<file path="config.mk">
export PLATFORM = sky130hd
export DESIGN_NAME = ysyx_24100005_mem_arbiter
export DESIGN_NICKNAME = d
export VERILOG_FILES = /design/src/rtl/ysyx_24100005_mem_arbiter.sv
export SDC_FILE = /design/constraint.sdc
export NUM_CORES = 1
export LEC_CHECK = 0
export BUFFER_PORTS_ARGS = -buffer_cell sky130_fd_sc_hd__buf_2
export CAP_MARGIN = 20
export CORE_AREA = 2 2 126 128
export DETAILED_ROUTE_END_ITERATION = 8
export DIE_AREA = 0 0 128 130
export GPL_TIMING_DRIVEN = 1
export PLACE_DENSITY = 0.56
export SYNTH_ARGS = -nofsm -noshare
export SYNTH_HDL_FRONTEND = slang
export SYNTH_SLANG_ARGS = --single-unit
</file>
<file path="constraint.sdc">
create_clock -name clk -period 2.1 [get_ports clk]
set_clock_uncertainty 0.15 [all_clocks]
set_input_delay 0.105 -clock clk [delete_from_list [all_inputs] [get_ports clk]]
set_output_delay 0.105 -clock clk [all_outputs]
set_load 0.02 [all_outputs]
</file>
<file path="src/rtl/ysyx_24100005_mem_arbiter.sv">
// Round-robin arbiter between IFU and LSU for the single data-memory port.
// One transaction at a time: IDLE (grant) -> REQ (memory handshake) -> RESP (response or timeout).
module ysyx_24100005_mem_arbiter #(
    parameter int TIMEOUT = 255
) (
    input  logic        clk,
    input  logic        rst,
    input  logic        if_req_valid,
    output logic        if_req_ready,
    input  logic [31:0] if_addr,
    input  logic        if_wen,
    input  logic [31:0] if_wdata,
    input  logic [7:0]  if_wmask,
    output logic        if_resp_valid,
    output logic [31:0] if_rdata,
    output logic        if_resp_err,
    input  logic        ls_req_valid,
    output logic        ls_req_ready,
    input  logic [31:0] ls_addr,
    input  logic        ls_wen,
    input  logic [31:0] ls_wdata,
    input  logic [7:0]  ls_wmask,
    output logic        ls_resp_valid,
    output logic [31:0] ls_rdata,
    output logic        ls_resp_err,
    output logic        mem_req_valid,
    input  logic        mem_req_ready,
    output logic [31:0] mem_addr,
    output logic        mem_wen,
    output logic [31:0] mem_wdata,
    output logic [7:0]  mem_wmask,
    input  logic        mem_resp_valid,
    input  logic [31:0] mem_rdata
);

    typedef enum logic [1:0] {ST_IDLE, ST_REQ, ST_RESP} state_t;

    localparam logic [15:0] LP_CNT_LAST = 16'(TIMEOUT - 1);

    state_t      r_state;
    state_t      w_state_next;
    logic        r_owner;
    logic        r_last;
    logic [31:0] r_addr;
    logic        r_wen;
    logic [31:0] r_wdata;
    logic [7:0]  r_wmask;
    logic [15:0] r_cnt;

    logic        w_grant;
    logic        w_grant_ls;
    logic        w_timeout;
    logic        w_resp_fire;
    logic [31:0] w_rdata;
    logic        w_err;

    always_ff @(posedge clk) begin
        if (rst) begin
            r_state <= ST_IDLE;
        end else begin
            r_state <= w_state_next;
        end
    end

    // Grant decision and next state; a tie goes to whoever was not granted last.
    always_comb begin
        w_grant      = 1'b0;
        w_grant_ls   = 1'b0;
        w_state_next = r_state;
        w_timeout    = (r_cnt == LP_CNT_LAST);
        w_resp_fire  = 1'b0;
        case (r_state)
            ST_IDLE: begin
                if (!rst) begin
                    if (if_req_valid && ls_req_valid) begin
                        w_grant    = 1'b1;
                        w_grant_ls = ~r_last;
                    end else if (if_req_valid) begin
                        w_grant    = 1'b1;
                    end else if (ls_req_valid) begin
                        w_grant    = 1'b1;
                        w_grant_ls = 1'b1;
                    end
                end
                if (w_grant) begin
                    w_state_next = ST_REQ;
                end
            end
            ST_REQ: begin
                if (mem_req_ready) begin
                    w_state_next = ST_RESP;
                end
            end
            ST_RESP: begin
                w_resp_fire = ~rst & (mem_resp_valid | w_timeout);
                if (mem_resp_valid || w_timeout) begin
                    w_state_next = ST_IDLE;
                end
            end
            default: w_state_next = ST_IDLE;
        endcase
    end

    always_ff @(posedge clk) begin
        if (rst) begin
            r_owner <= 1'b0;
            r_last  <= 1'b1;
            r_addr  <= 32'd0;
            r_wen   <= 1'b0;
            r_wdata <= 32'd0;
            r_wmask <= 8'd0;
            r_cnt   <= 16'd0;
        end else begin
            if (w_grant) begin
                r_owner <= w_grant_ls;
                r_last  <= w_grant_ls;
                r_addr  <= w_grant_ls ? ls_addr  : if_addr;
                r_wen   <= w_grant_ls ? ls_wen   : if_wen;
                r_wdata <= w_grant_ls ? ls_wdata : if_wdata;
                r_wmask <= w_grant_ls ? ls_wmask : if_wmask;
            end
            if (r_state == ST_REQ && mem_req_ready) begin
                r_cnt <= 16'd0;
            end else if (r_state == ST_RESP && !mem_resp_valid && !w_timeout) begin
                r_cnt <= r_cnt + 16'd1;
            end
        end
    end

    // A real response beats a timeout landing in the same cycle.
    assign w_rdata = mem_resp_valid ? mem_rdata : 32'd0;
    assign w_err   = ~mem_resp_valid;

    assign if_req_ready  = w_grant & ~w_grant_ls;
    assign ls_req_ready  = w_grant & w_grant_ls;

    assign mem_req_valid = (r_state == ST_REQ) & ~rst;
    assign mem_addr      = r_addr;
    assign mem_wen       = r_wen;
    assign mem_wdata     = r_wdata;
    assign mem_wmask     = r_wmask;

    assign if_resp_valid = w_resp_fire & ~r_owner;
    assign if_resp_err   = w_resp_fire & ~r_owner & w_err;
    assign if_rdata      = (w_resp_fire & ~r_owner) ? w_rdata : 32'd0;
    assign ls_resp_valid = w_resp_fire & r_owner;
    assign ls_resp_err   = w_resp_fire & r_owner & w_err;
    assign ls_rdata      = (w_resp_fire & r_owner) ? w_rdata : 32'd0;

endmodule

</file>
==> summary.md <==
| Metric | Value |
|---|---|
| Hold Path Cell Cnt | 4 |
| Placed cell count | 941 |
| Core region area | 15400 um^2 |
| Power Total | 4.64 mW |
| Syn_area_per_cell | 9.00 um^2 |
| Buf+Inv Stages, Crit Path | 2 |
| Synth-to-layout area growth | 90.2% |
| Filler cells | 1436 |
| FF+latch count, synth | 93 |
| Routed wire length | 17900 um |
| Clk pin slew, worst setup/hold paths | 0.07 ns |
| Routed length per instance | 16.2 um |
| Root Driver | clkbuf_16 |
| Number of synthesized flops with an enable pin | 0 |
| Failing checks | design-rule violations |
| Crit end category | output pin |
| Share of flip-flops with an asynchronous set or reset | 0% |
| Pwr per Cell Area | 597 nW/um^2 |
| Starting Density | 26.5% |
| GR Util All Layers | 20.1% |
| Crit start category | flop |
| 1st-pass router iterations | 9 |
| Status | finished with violations |
| Final Wtd Congestion | 0.789 |
| First-pass GRT wire length | 26700 um |
| Most frequent cell after synthesis | dfxtp_1 |
| TritonCTS buffer count | 9 |
| Unrepaired setup endpoints after global routing | true |
| Critical Path AT | 1.79 ns |
| Post-route cell area | 7770 um^2 |
| Vias per cell | 4.96 |
| Worst hold path class | primary input to flop |
| Slew HR | 65.2% |
| CP Cell Sequence | nor3_2 > and3_2 > buf_12 > buf_2 |
| Nets@finish | 1095 |
| CP required | 1.85 ns |
| Core Rows | 46 |
| Multi-input gate area | 2040 um^2 |
| Placed inst area | 5920 um^2 |
| CTS tree | yes |
| Vias in the first global route | 5309 |
| Leakage | 3.79 nW |
| Pins over their slew limit | 0 |
| Die Width | 128 um |
| Yosys top cell area share | 45.5% |
| Clk buf depth | 2 |
| Seq/Total Area, Yosys | 45.5% |
| Crit-path max FO | 39 |
| Post-DP HPWL | 11200 um |
| Layout cells sized above 1 | 40.6% |
| # IOs | 328 |
| TritonCTS Sinks | 93 |
| Reg2Reg Depth | 4 |
| Die Y | 130 um |
| Cell count along the critical path | 4 |
| Leading area contributor after synthesis | dfxtp_1 |
| Worst Max-Slew Pin Slew | 0.521 ns |
| Synth warn | 0 |
| 1st-iter DRT viols | 593 |
| Slowest stage cell on the critical path | dfxtp_1 |
| Maxcap violations | 0 |
| ANT cells | 0 |
| Post-CTS Setup Repair Bufs | 0 |
| Top cells by area, synth | dfxtp_1, a222oi_1, and2_1 |
| Critical path class | flop to output pin |
| Post-Syn Instances | 454 |
| Max incr delay on CP | 0.37 ns |
| Crit-path leading delay family | simple AND/OR/NAND/NOR gates |
| Yosys cell types | 44 |
| Period Utilization, post-route | 97.4% |
| Total gr overflow | 0 |
| Final setup fails | 0 |
| Dominant synthesized flop cell | dfxtp_1 |
| Fmax achieved | 489 MHz |
| Post-Synthesis Cell Area | 4090 um^2 |
| Total vias in the final route | 5483 |
| Port-buffer cells | 327 |
| Largest net degree at the start of global routing | 48 |
| DR DRC count | 12 |
| Die area | 16600 um^2 |
| Max rail drop VDD | 0.556 mV |
| H-tree depth | 3 |
| Finished Layout Cells | 1105 |
| Antenna-violating nets left | 0 |
| Register area | 1860 um^2 |
| Most frequent cells after synthesis | dfxtp_1, nor2_1, a222oi_1 |
| Min Tclk post-route | 2.05 ns |
| Worst skew pair latency | 0.34 ns |
| Hold Vio Cnt, Final | 0 |
| Antenna violations before repair | 0 |
| Post-synth net total | 640 |
[worst paths after layout]
check                       from           end  slack [ns]
hold / removal    mem_resp_valid      r_cnt[7]        0.02
hold reg to reg         r_cnt[7]      r_cnt[7]        0.32
setup / recovery      r_state[1]  ls_req_ready        0.05
setup reg to reg      r_state[1]     r_cnt[14]        0.13
[tightest hold or removal path, stage by stage]
cell and delay, ns:
buf_2 0.13, nor3b_2 0.09, nand2_1 0.08, o41ai_1 0.06
[routing by layer]
| metal | share of wire (%) | global-route usage, % | vias to the layer above |
|---|---|---|---|
| met2 | 49 | 33.1 | 268 |
| li1 | - | - | 2631 |
| met4 | 1.6 | 6.27 | 0 |
| met5 | 0 | 0 | - |
| met3 | 7.1 | 5.82 | 28 |
| met1 | 42 | 25.6 | 2556 |
[layout make-up]
cell class	count	share of cell area, %
clock inverter	4	0.612
sequential	93	24.0
timing repair buffer	490	42.6
inverter	5	0.241
multi-input combinational	310	26.3
tap	192	3.09
clock buffer	11	3.25
[cell usage in the layout, fill, tap and decap left out, types with 2 or more instances in the layout]
master,instances
o211ai_1,2
buf_12,3
nand4_1,6
buf_6,2
or4_1,3
or3_1,8
and2_1,65
and4_1,2
a222oi_1,73
buf_4,12
a21oi_1,12
nand2_1,11
clkbuf_16,9
dfxtp_1,91
dfxtp_2,2
o21ai_0,9
clkbuf_8,2
inv_1,4
buf_2,324
nor2_1,85
dlygate4sd3_1,148
nand3_1,5
clkinv_2,2
[registers in the layout, summed over array words and instances, names as in the netlist]
| signal | cells |
|---|---|
| mem_addr | 32 |
| mem_wdata | 32 |
| mem_wen | 1 |
| mem_wmask | 8 |
| r_cnt | 16 |
| r_last | 1 |
| r_owner | 1 |
| r_state | 2 |
[metrics by stage]
| step | TNS [ns] | hold WS (ns) | worst slack (ns) | util, % |
|---|---|---|---|---|
| 2_1_floorplan | 0 | 0.105 | 0.152 | - |
| 3_3_place_gp | 0 | 0.195 | 0.170 | 38.4 |
| 3_5_place_dp | 0 | 0.200 | 0.140 | 38.4 |
| 4_1_cts | 0 | 0.00439 | 0.0114 | 50.2 |
| 5_1_grt | -0.276 | 0.0349 | -0.0694 | 50.4 |
| 6_report | 0 | 0.0249 | 0.0549 | 50.4 |
[where the power goes]
| group | internal [mW] | switching (mW) | leakage, nW |
|---|---|---|---|
| combinational | 0.542 | 0.515 | 2.88 |
| clock | 0.977 | 0.677 | 0.147 |
| sequential | 1.87 | 0.0622 | 0.760 |
| total | 3.39 | 1.25 | 3.79 |
[timing repair]
item	in CTS	in global routing
gates cloned	1	0
gates resized for setup	4	10
hold endpoints to repair	76	0
hold buffers	148	0
setup endpoints to repair	5	30
pin swaps	1	3
[kinds of logic (layout without fill, tap and decap cells)]
logic type	Yosys count	in the layout	synth area share, %
adder cells (fa/ha/maj)	2	2	0.612
buffers and inverters	51	510	5.30
AND/OR/NAND/NOR	200	200	25.4
flip-flops	93	93	45.5
XOR/XNOR	2	2	0.429
AO/OA/AOI/OAI	106	106	22.7
No activity file was read; power rests on OpenSTA's default activity.
